`src/rtl/edge_counter_pkg.sv`:
```
// Shared constants, dump state encoding and result-word packing for the
// multi-channel edge counter.
package edge_counter_pkg;

  localparam int CMD_START  = 0;
  localparam int CMD_STOP   = 1;
  localparam int CMD_SAVE   = 2;
  localparam int CMD_CLEAR  = 3;
  localparam int CMD_GSTART = 4;

  localparam int MASK_LSB = 16;
  localparam int MASK_MSB = 31;
  localparam int GATE_LSB = 32;
  localparam int GATE_MSB = 63;

  localparam int OUT_OVF_BIT = 32;
  localparam int OUT_CH_LSB  = 40;
  localparam int OUT_CH_MSB  = 43;
  localparam int OUT_TS_LSB  = 64;
  localparam int OUT_TS_MSB  = 127;

  typedef enum logic {
    ST_IDLE = 1'b0,
    ST_DUMP = 1'b1
  } dump_state_e;

  function automatic logic [127:0] pack_word(input logic [31:0] cnt,
                                             input logic        ovf,
                                             input logic [3:0]  ch,
                                             input logic [63:0] ts);
    logic [127:0] w;
    w = '0;
    w[31:0] = cnt;
    w[OUT_OVF_BIT] = ovf;
    w[OUT_CH_MSB:OUT_CH_LSB] = ch;
    w[OUT_TS_MSB:OUT_TS_LSB] = ts;
    return w;
  endfunction

endpackage

```
`src/rtl/edge_counter_channel.sv`:
```
// One counting channel: 2-FF synchroniser, edge register, registered rise
// pulse, and the count/sticky-overflow pair.
module edge_counter_channel #(
  parameter int DATA_WIDTH = 16,
  parameter int SATURATE   = 1
) (
  input  logic                  clk,
  input  logic                  reset,
  input  logic                  input_sig,
  input  logic                  enable,
  input  logic                  clear,
  output logic [DATA_WIDTH-1:0] count,
  output logic                  ovf
);

  logic s1, s2, s3, rise_q;

  always_ff @(posedge clk) begin
    if (reset) begin
      s1     <= 1'b0;
      s2     <= 1'b0;
      s3     <= 1'b0;
      rise_q <= 1'b0;
    end else begin
      s1     <= input_sig;
      s2     <= s1;
      s3     <= s2;
      rise_q <= s2 & ~s3;
    end
  end

  // clear wins over a coincident increment
  always_ff @(posedge clk) begin
    if (reset) begin
      count <= '0;
      ovf   <= 1'b0;
    end else if (clear) begin
      count <= '0;
      ovf   <= 1'b0;
    end else if (rise_q && enable) begin
      if (count == '1) begin
        ovf   <= 1'b1;
        count <= (SATURATE != 0) ? '1 : '0;
      end else begin
        count <= count + DATA_WIDTH'(1);
      end
    end
  end

endmodule

```
`src/rtl/edge_counter_multi.sv`:
```
// Multi-channel edge counter: command decode, gate timer, snapshot registers
// and the dump FSM that serialises one result word per channel.
//
//   state   | meaning
//   --------+-----------------------------------------------------------
//   ST_IDLE | no dump in progress; accepts save / auto-save
//   ST_DUMP | one word written per cycle from the snapshot; saves dropped
module edge_counter_multi
  import edge_counter_pkg::*;
#(
  parameter int NUM_CH     = 4,
  parameter int DATA_WIDTH = 16,
  parameter int SATURATE   = 1
) (
  input  logic              clk,
  input  logic              reset,
  input  logic [NUM_CH-1:0] input_sig,
  input  logic [63:0]       cmd_in,
  input  logic [63:0]       counter,
  output logic              write,
  output logic [127:0]      count_out,
  output logic              busy,
  output logic              save_drop
);

  logic [15:0]       mask_full;
  logic [NUM_CH-1:0] cmd_mask;
  logic              do_start, do_stop, do_save, do_clear, do_gstart;
  logic              unused_cmd;

  assign mask_full  = cmd_in[MASK_MSB:MASK_LSB];
  assign cmd_mask   = mask_full[NUM_CH-1:0];
  assign do_gstart  = cmd_in[CMD_GSTART];
  assign do_start   = cmd_in[CMD_START] | do_gstart;
  assign do_stop    = cmd_in[CMD_STOP];
  assign do_save    = cmd_in[CMD_SAVE];
  assign do_clear   = cmd_in[CMD_CLEAR];
  assign unused_cmd = ^{cmd_in[MASK_LSB-1:CMD_GSTART+1], mask_full};

  logic              gate_active;
  logic [31:0]       gate_timer;
  logic [NUM_CH-1:0] gate_mask;
  logic              gate_close;

  // A fresh gated start or a stop in the closing cycle pre-empts the auto-save.
  assign gate_close = gate_active && (gate_timer == '0) && !do_gstart && !do_stop;

  logic [NUM_CH-1:0] en_q, en_eff, ch_clear, en_set, en_clr;

  assign en_set   = do_start ? cmd_mask : '0;
  assign en_clr   = (do_stop ? cmd_mask : '0) | (gate_close ? gate_mask : '0);
  assign en_eff   = en_q & ~(gate_close ? gate_mask : '0);
  assign ch_clear = do_clear ? cmd_mask : '0;

  logic [DATA_WIDTH-1:0] cnt [NUM_CH];
  logic [NUM_CH-1:0]     ovf;

  for (genvar g = 0; g < NUM_CH; g++) begin : g_ch
    edge_counter_channel #(
      .DATA_WIDTH (DATA_WIDTH),
      .SATURATE   (SATURATE)
    ) u_channel (
      .clk       (clk),
      .reset     (reset),
      .input_sig (input_sig[g]),
      .enable    (en_eff[g]),
      .clear     (ch_clear[g]),
      .count     (cnt[g]),
      .ovf       (ovf[g])
    );
  end

  // start beats stop and gate close
  always_ff @(posedge clk) begin
    if (reset) begin
      en_q <= '0;
    end else begin
      en_q <= (en_q & ~en_clr) | en_set;
    end
  end

  always_ff @(posedge clk) begin
    if (reset) begin
      gate_active <= 1'b0;
      gate_timer  <= '0;
      gate_mask   <= '0;
    end else if (do_gstart) begin
      gate_active <= 1'b1;
      gate_timer  <= cmd_in[GATE_MSB:GATE_LSB];
      gate_mask   <= cmd_mask;
    end else if (do_stop) begin
      gate_active <= 1'b0;
    end else if (gate_active) begin
      if (gate_timer == '0) begin
        gate_active <= 1'b0;
      end else begin
        gate_timer <= gate_timer - 32'd1;
      end
    end
  end

  logic              save_req;
  logic [NUM_CH-1:0] save_mask;

  assign save_req  = do_save | gate_close;
  assign save_mask = (do_save ? cmd_mask : '0) | (gate_close ? gate_mask : '0);

  logic [DATA_WIDTH-1:0] snap_cnt [NUM_CH];
  logic [NUM_CH-1:0]     snap_ovf;
  logic [63:0]           snap_ts;
  logic [NUM_CH-1:0]     pend;
  dump_state_e           state;

  logic [NUM_CH-1:0]     first_oh, next_oh;
  logic [3:0]            first_idx, next_idx;
  logic [DATA_WIDTH-1:0] first_cnt, next_cnt;
  logic                  first_ovf, next_ovf;

  // Lowest set bit wins: descending scan, last hit kept.
  always_comb begin
    first_oh  = '0;
    first_idx = '0;
    first_cnt = '0;
    first_ovf = 1'b0;
    next_oh   = '0;
    next_idx  = '0;
    next_cnt  = '0;
    next_ovf  = 1'b0;
    for (int i = NUM_CH - 1; i >= 0; i--) begin
      if (save_mask[i]) begin
        first_oh    = '0;
        first_oh[i] = 1'b1;
        first_idx   = 4'(i);
        first_cnt   = cnt[i];
        first_ovf   = ovf[i];
      end
      if (pend[i]) begin
        next_oh    = '0;
        next_oh[i] = 1'b1;
        next_idx   = 4'(i);
        next_cnt   = snap_cnt[i];
        next_ovf   = snap_ovf[i];
      end
    end
  end

  // The first word comes straight from the live (pre-update) registers so it
  // can appear the cycle after the save; later words read the snapshot.
  always_ff @(posedge clk) begin
    if (reset) begin
      state     <= ST_IDLE;
      pend      <= '0;
      snap_ovf  <= '0;
      snap_ts   <= '0;
      write     <= 1'b0;
      busy      <= 1'b0;
      save_drop <= 1'b0;
      count_out <= '0;
      for (int i = 0; i < NUM_CH; i++) snap_cnt[i] <= '0;
    end else begin
      write     <= 1'b0;
      save_drop <= 1'b0;
      case (state)
        ST_IDLE: begin
          if (save_req && (save_mask != '0)) begin
            snap_cnt  <= cnt;
            snap_ovf  <= ovf;
            snap_ts   <= counter;
            pend      <= save_mask & ~first_oh;
            write     <= 1'b1;
            busy      <= 1'b1;
            count_out <= pack_word(32'(first_cnt), first_ovf, first_idx, counter);
            state     <= ST_DUMP;
          end
        end
        ST_DUMP: begin
          save_drop <= save_req;
          if (pend != '0) begin
            pend      <= pend & ~next_oh;
            write     <= 1'b1;
            count_out <= pack_word(32'(next_cnt), next_ovf, next_idx, snap_ts);
          end else begin
            busy  <= 1'b0;
            state <= ST_IDLE;
          end
        end
        default: begin
          busy  <= 1'b0;
          pend  <= '0;
          state <= ST_IDLE;
        end
      endcase
    end
  end

endmodule
```
`config.mk`:
```
export PLATFORM = sky130hd
export DESIGN_NAME = edge_counter_multi
export DESIGN_NICKNAME = d
export VERILOG_FILES = /design/src/rtl/edge_counter_pkg.sv /design/src/rtl/edge_counter_channel.sv /design/src/rtl/edge_counter_multi.sv
export SDC_FILE = /design/constraint.sdc
export NUM_CORES = 1
export LEC_CHECK = 0
export BUFFER_PORTS_ARGS = -buffer_cell sky130_fd_sc_hd__buf_2
export CAP_MARGIN = 20
export CELL_PAD_IN_SITES_DETAIL_PLACEMENT = 2
export CELL_PAD_IN_SITES_GLOBAL_PLACEMENT = 2
export CORE_ASPECT_RATIO = 2
export CORE_MARGIN = 2
export CORE_UTILIZATION = 35
export DETAILED_ROUTE_END_ITERATION = 10
export PLACE_DENSITY = 0.95
export SLEW_MARGIN = 5
export SYNTH_ARGS = -nofsm -noshare
export SYNTH_HDL_FRONTEND = slang
export SYNTH_SLANG_ARGS = --single-unit
```
`constraint.sdc`:
```
create_clock -name clk -period 4.9 [get_ports clk]
set_input_delay 0.98 -clock clk [delete_from_list [all_inputs] [get_ports clk]]
set_output_delay 0.98 -clock clk [all_outputs]
set_load 0.02 [all_outputs]
```
Yosys cells after proc, flatten, opt, wreduce, memory -nomap -nowiden
Index checks and enable logic that the tools add are counted.
Widths: inputs -> output; s select.
- $add $sub $neg: 5
- multipliers: 0
- div/mod/pow operators: 0
- order comparisons: 0
- equal/unequal tests: 9
- shifts and indexed selects: 0
- mux-type cells: 61
- bitwise operators: 22
- reductions and logical operators: 27
- operators with widths (cell ; number):
    $mux 128 ; 2
    $pmux 128 s2 ; 1
    $mux 16 ; 12
    $mux 32 ; 4
    $mux 4 ; 21
    $add 16x1->16 const B ; 4
    $eq 16x16->1 const B ; 4
    $logic_not 32->1 ; 1
    $sub 32x1->32 const B ; 1
    $and 4x4->4 ; 4
    $mux 1 ; 16
    $not 4->4 ; 4
    $reduce_and 2->1 ; 7
    $or 4x4->4 ; 3
    $reduce_or 2->1 ; 5
    $logic_and 1x1->1 ; 8
    $pmux 4 s2 ; 1
    $reduce_bool 4->1 ; 2
    $ne 2x2->1 const B ; 3
    $not 1->1 ; 5
    $and 1x1->1 ; 4
    $mux 2 ; 2
    $ne 2x1->1 const B ; 2
    $pmux 1 s2 ; 2
    4 further kinds ; 6
- flip-flop bits (word level): 392
- latch bits: 0
- bits in writable memories: 0
- ROM bits: 0
- output and inout port bits: 131
- logic and storage cells: 163
- memories: 0

Longest topological paths before layout
- word-level depth: 14
- gate-level depth with buffers: 11
- mapped depth without buffers: 9

Cells and area by module
Synthesis repeated with hierarchy kept, for this count alone.
- cell total of the unflattened synthesis: 1849
- area total of the unflattened synthesis: 15333.5 sq um
- modules (own cells, without submodules) (module ; times used ; cells an instance ; area each (sq um)):
    edge_counter_multi ; 1 ; 1453 ; 11705.0
    edge_counter_channel ; 4 ; 99 ; 907.1

Worst setup path before layout
OpenSTA, ideal clock, no wires.
- path kind: input port to flip-flop
- start point: input port cmd_in[4]
- end point: register count_out[13]
- arrival: 3.020 ns
- required time: 4.830 ns
- path slack: 1.810 ns
- cell stages on the path: 9
- buffers on the path: 2
- cell sequence: nor4b_1 -> nand4_1 -> or4_4 -> buf_6 -> a211oi_4 -> buf_6 -> a221o_1 -> o2111ai_1 -> a21oi_1
- longest elaborated chain between the ends: 11
- elaborated cells on any way between the ends: 16
- classes of those cells: eq/ne (1); mux (7); bitwise (2); reduce/logical (6)
- ends and longest elaborated chain (item ; line ; RTL):
    start, declared ; edge_counter_multi.sv:18 ; input logic [63:0] cmd_in,
    $logic_not 1->1 * ; edge_counter_multi.sv:46 ; assign gate_close = gate_active && (gate_timer == '0) && !do_gstart && !do_stop;
    $logic_and 1x1->1 * (2 in series) ; edge_counter_multi.sv:46 ;
    $mux 4 ; edge_counter_multi.sv:106 ; assign save_mask = (do_save ? cmd_mask : '0) | (gate_close ? gate_mask : '0);
    $or 4x4->4 ; edge_counter_multi.sv:106 ;
    $mux 16 (4 in series) ; edge_counter_multi.sv:130 ; if (save_mask[i]) begin
    $mux 128 ; edge_counter_multi.sv:165 ; if (save_req && (save_mask != '0)) begin
    $pmux 128 s2 ; edge_counter_multi.sv:163 ; case (state)
    end signal, assigned ; edge_counter_multi.sv:172 ; count_out <= pack_word(32'(first_cnt), first_ovf, first_idx, counter);
    end signal, assigned ; edge_counter_multi.sv:181 ; count_out <= pack_word(32'(next_cnt), next_ovf, next_idx, snap_ts);
    end, declared ; edge_counter_multi.sv:21 ; output logic [127:0] count_out,
Every way passes the cells marked *; elsewhere a longest branch is shown, timed or not. The select of a mux whose other input is x is not followed.
A chain may end at the register's enable or synchronous reset.

Final worst setup path
- start point: register gate_timer[12]
- end point: register count_out[110]
- longest elaborated chain between the ends: 10
- elaborated cells on any way between the ends: 11
- classes of those cells: eq/ne (1); mux (1); bitwise (2); reduce/logical (7)
- ends and longest elaborated chain (item ; line ; RTL):
    start, declared ; edge_counter_multi.sv:41 ; logic [31:0] gate_timer;
    start signal, assigned ; edge_counter_multi.sv:89 ; gate_timer <= cmd_in[GATE_MSB:GATE_LSB];
    start signal, assigned ; edge_counter_multi.sv:97 ; gate_timer <= gate_timer - 32'd1;
    $logic_not 32->1 * ; edge_counter_multi.sv:46 ;
    $logic_and 1x1->1 * (3 in series) ; edge_counter_multi.sv:46 ;
    $mux 4 ; edge_counter_multi.sv:106 ;
    $or 4x4->4 ; edge_counter_multi.sv:106 ;
    $reduce_bool 4->1 ; edge_counter_multi.sv:165 ;
    $logic_and 1x1->1 * ; edge_counter_multi.sv:165 ;
    $ne 2x2->1 (no line) * ; - ;
    $reduce_and 2->1 (no line) * ; - ;
Every way passes the cells marked *; elsewhere a longest branch is shown, timed or not.

==> summary.txt <==
STA
  – FMAX: 254.2 MHz
  – Clk_skew: 0.02872 ns
  – Min Tclk post-route: 3.934 ns
  – Final setup fails: 0
  – Setup TNS: 0 ns
  – Max Transition Viols Final: 0
  – Actual slew at the worst max-slew pin: 1.135 ns
  – Final hold vios: 0
  – Headroom to the max-slew limit: 23.78%
  – Tcrit/Tclk final: 80.28%
  – RSZ-0062 raised after global routing: no
  – Hold_ws: 0.3854 ns
  – PnR worst setup slack: 0.9662 ns

Placement
  – DP HPWL: 38490 microns
  – Cell Area, Placed: 15900 sq um
  – Routability cong.: 0.8939
  – Dpl cells: 2392
  – Pre-CTS setup slack: 0.7791 ns
  – I/O Buffers: 196

Power
  – Clock Power Share: 39.2%
  – Total power divided by cell area: 376.5 nW/um^2
  – Logic pwr share: 14.7%
  – Net Switching: 1899 uW
  – Switching share of power: 29.79%
  – Pint: 4475 uW
  – Sequential power share: 46.1%
  – Peak VDD IR: 0.0002649 V
  – Static Leak: 0.006481 uW

GRT
  – Pin count of the biggest net entering global routing: 146
  – Vias in the first global route: 15977
  – Initial antenna violation count: 5
  – Grt total ovfl: 0
  – Global-route wire length before repair: 89480 microns
  – All-Layer GR Usage: 25.72%

Clocking
  – Clock root buffer: clkbuf_16
  – Post-cts gate resize count: 0
  – CTS tree: done
  – CTS Buffer Depth: 3
  – Total CTS buffers: 31
  – CTS clk-pin slew, worst paths: 0.07 ns
  – Setup bufs post-CTS: 0
  – H-Tree Level Count: 1
  – Clock latency on the worst-skew pair: 0.60 ns
  – Hold_buf cts: 0
  – Clock sink total: 329

Setup path
  – Critical Path, Cell by Cell: or4_4 > or4_1 > nor3_1 > nand3_1 > nand2_4 > buf_12 > nor2_1 > a211oi_1
  – CP endpoint kind: register
  – Slowest CP cell: or4_1
  – Worst setup SP type: register
  – CP arrival: 4.40 ns
  – CP Max Fanout: 76
  – Crit path max-delay family: simple AND/OR/NAND/NOR gates
  – Crit path buffers/inverters: 1
  – Worst Path Required: 5.37 ns
  – Critical path class: register to register
  – Max incr delay on CP: 0.63 ns

Finish
  – Multi-input combinational cell area: 7406 sq um
  – Layout Cells excl Fill: 2456
  – Storage cell area: 6590 sq um
  – Final net count: 2027
  – Design area: 16930 sq um
  – Layout area overhead: 15.39%
  – Fillers: 4644
  – Share of layout cells above drive strength 1: 14.55%

Logic synthesis
  – Ys flop type: dfxtp_1
  – Synth Warn #: 0
  – Asr flop ratio synth: 0%
  – Post-synth EDFFs: 0
  – Synth unique cells: 60
  – Post-synthesis cell area: 14670 sq um
  – Cells after Synth: 1762
  – #FFs+latches synth: 329
  – Register area share after synthesis: 44.90%
  – Post-Syn Area per Cell: 8.326 sq um

Routing
  – DRT Wirelength: 59150 microns
  – 1st-pass router iterations: 5
  – Post-route ant nets: 0
  – Initial drt markers: 698
  – Drt drc: 0
  – DR vias: 14242
  – Routed WL per cell: 24.08 microns
  – Via density: 5.799

Run status
  – Status: finished, final reports clean

Floorplan
  – Core Box Area: 41640 sq um
  – I/O pin cnt: 265
  – Row count: 106
  – Die width: 148.8 microns
  – Total Die Area: 43670 sq um
  – Starting density of the core: 35.23%
  – Chip Height: 293.5 microns

Job
  – MaxCap Viol Count: 0

Worst hold path
  – Hold Path Class: register to register
-- power by group through the flow --
stage | logic (uW) | clock network, uW | registers [uW]
CTS | 930 | 2540 | 2940
finish | 936 | 2500 | 2940
global placement | 848 | 0 | 2970
detailed placement | 909 | 0 | 2990
floorplan | 535 | 0 | 3040
global route | 1010 | 2660 | 2960
-- cells in the mapped netlist, types with 3 or more instances --
cell       number  share of area, %
a21o_1          5              0.26
o21ai_0        17              0.58
a311oi_1        5              0.30
xnor2_1        32               1.9
nor4b_1         3              0.18
a21oi_1       197               6.7
mux2i_1        84               5.7
or2_2           4              0.17
a31oi_1         4              0.17
or3_1           4              0.17
nand3_1        20              0.68
nand2b_1        4              0.17
clkbuf_1      108               2.8
a221o_1        17               1.2
buf_2           5              0.17
a32oi_1         3              0.18
nor2_1        161               4.1
buf_4          45               2.3
nor2b_1        20              0.85
or4_1           5              0.26
xor2_1         32               1.9
ha_1            6              0.51
inv_1          10              0.26
and3_1         21              0.90
and4_1         12              0.72
o2111ai_1      18               1.1
o21a_1         17              0.87
nor3b_1         3              0.15
dfxtp_1       329                45
and2_1          5              0.21
a22oi_1        16              0.82
nand2_1       336               8.6
a211oi_1       86               4.4
nand4_1        28               1.2
nor3_1         28              0.96
a221oi_1       17               1.0
nor4_1         15              0.64
buf_1           9              0.23
-- registers in the layout (all words and copies together), names as in the netlist --
register	flops
g_ch.u_channel.s3	4
en_q	4
g_ch.u_channel.s2	4
g_ch.u_channel.s1	4
g_ch.u_channel.count	64
gate_active	1
save_drop	1
g_ch.u_channel.rise_q	4
state	1
snap_cnt	48
busy	1
gate_mask	4
gate_timer	32
snap_ovf	3
g_ch.u_channel.ovf	4
pend	3
snap_ts	64
count_out	83
-- layer usage --
metal  wire (microns)  global-route usage [%]  up-vias  part of all wire [%]
li1                 -                       -     6369                     -
met5                0                       0        -                     0
met1            20190                   24.45     7139                    34
met3             2878                   3.975      211                   4.9
met2            32000                   49.99      523                    54
met4             4085                   16.49        0                   6.9
-- worst paths after layout --
kind | slack (ns) | from | to | cells after the start
worst min-delay path | 0.39 | g_ch[3].u_channel.s3$_SDFF_PP0_ | g_ch[3].u_channel.rise_q$_SDFF_PP0_ | 1
worst max-delay path | 0.97 | gate_timer[12]$_SDFFE_PP0P_ | count_out[110]$_SDFFE_PP0P_ | 8
worst max register to register | 0.97 | gate_timer[12]$_SDFFE_PP0P_ | count_out[110]$_SDFFE_PP0P_ | 8
worst min register to register | 0.39 | g_ch[3].u_channel.s3$_SDFF_PP0_ | g_ch[3].u_channel.rise_q$_SDFF_PP0_ | 1
-- area by class of cell --
class | instances | share of cell area [%]
Tap cell | 540 | 3.991
Timing Repair Buffer | 218 | 7.103
Clock buffer | 47 | 5.292
Multi-Input combinational cell | 1296 | 43.75
Sequential cell | 329 | 38.93
Clock inverter | 10 | 0.6135
Inverter | 11 | 0.2439
Antenna cell | 5 | 0.07392
-- worst register-to-register path: stages (launching register included) --
cell and delay [ns]:
dfxtp_1 0.38, or4_4 0.60, or4_1 0.63, nor3_1 0.49, nand3_1 0.30, nand2_4 0.54, buf_12 0.39, nor2_1 0.20
a211oi_1 0.29
-- stage by stage --
step | total power [uW] | utilization (%)
floorplan | 3571 | -
global placement | 3823 | 38.19
detailed placement | 3902 | 38.19
CTS | 6408 | 40.59
global route | 6626 | 40.65
finish | 6374 | 40.65
-- cells in the final DEF (no fill, tap or decap), types with 6 or more instances in the layout --
cell / netlist / final
and4_1: 12 / 12
a221oi_1: 17 / 17
nor2_1: 161 / 161
nor2b_1: 20 / 20
clkbuf_8: 0 / 7
mux2i_1: 84 / 84
inv_1: 10 / 10
a22oi_1: 16 / 16
nand3_1: 20 / 20
nor4_1: 15 / 15
xor2_1: 32 / 32
o21a_1: 17 / 17
conb_1: 1 / 45
ha_1: 6 / 6
xnor2_1: 32 / 32
and3_1: 21 / 21
o2111ai_1: 18 / 18
o21ai_0: 17 / 17
a21oi_1: 197 / 197
nand4_1: 28 / 28
clkbuf_16: 0 / 31
buf_2: 5 / 196
a221o_1: 17 / 17
clkinv_2: 0 / 7
nand2_1: 336 / 335
clkbuf_1: 108 / 10
nor3_1: 28 / 28
a211oi_1: 86 / 86
dfxtp_1: 329 / 328
buf_4: 45 / 16
-- kinds of logic after synthesis --
| family | after synthesis | share of synthesized area [%] |
|---|---|---|
| adders and majority gates | 6 | 0.5117 |
| AOI/OAI and AO/OA | 417 | 18.43 |
| muxes | 84 | 5.731 |
| other | 1 | 0.02556 |
| buffers and inverters | 181 | 5.936 |
| xor gates and xnor gates | 64 | 3.821 |
| and+or+nand+nor | 680 | 20.65 |
| DFF | 329 | 44.90 |
No activity file was read; power rests on OpenSTA's default activity.
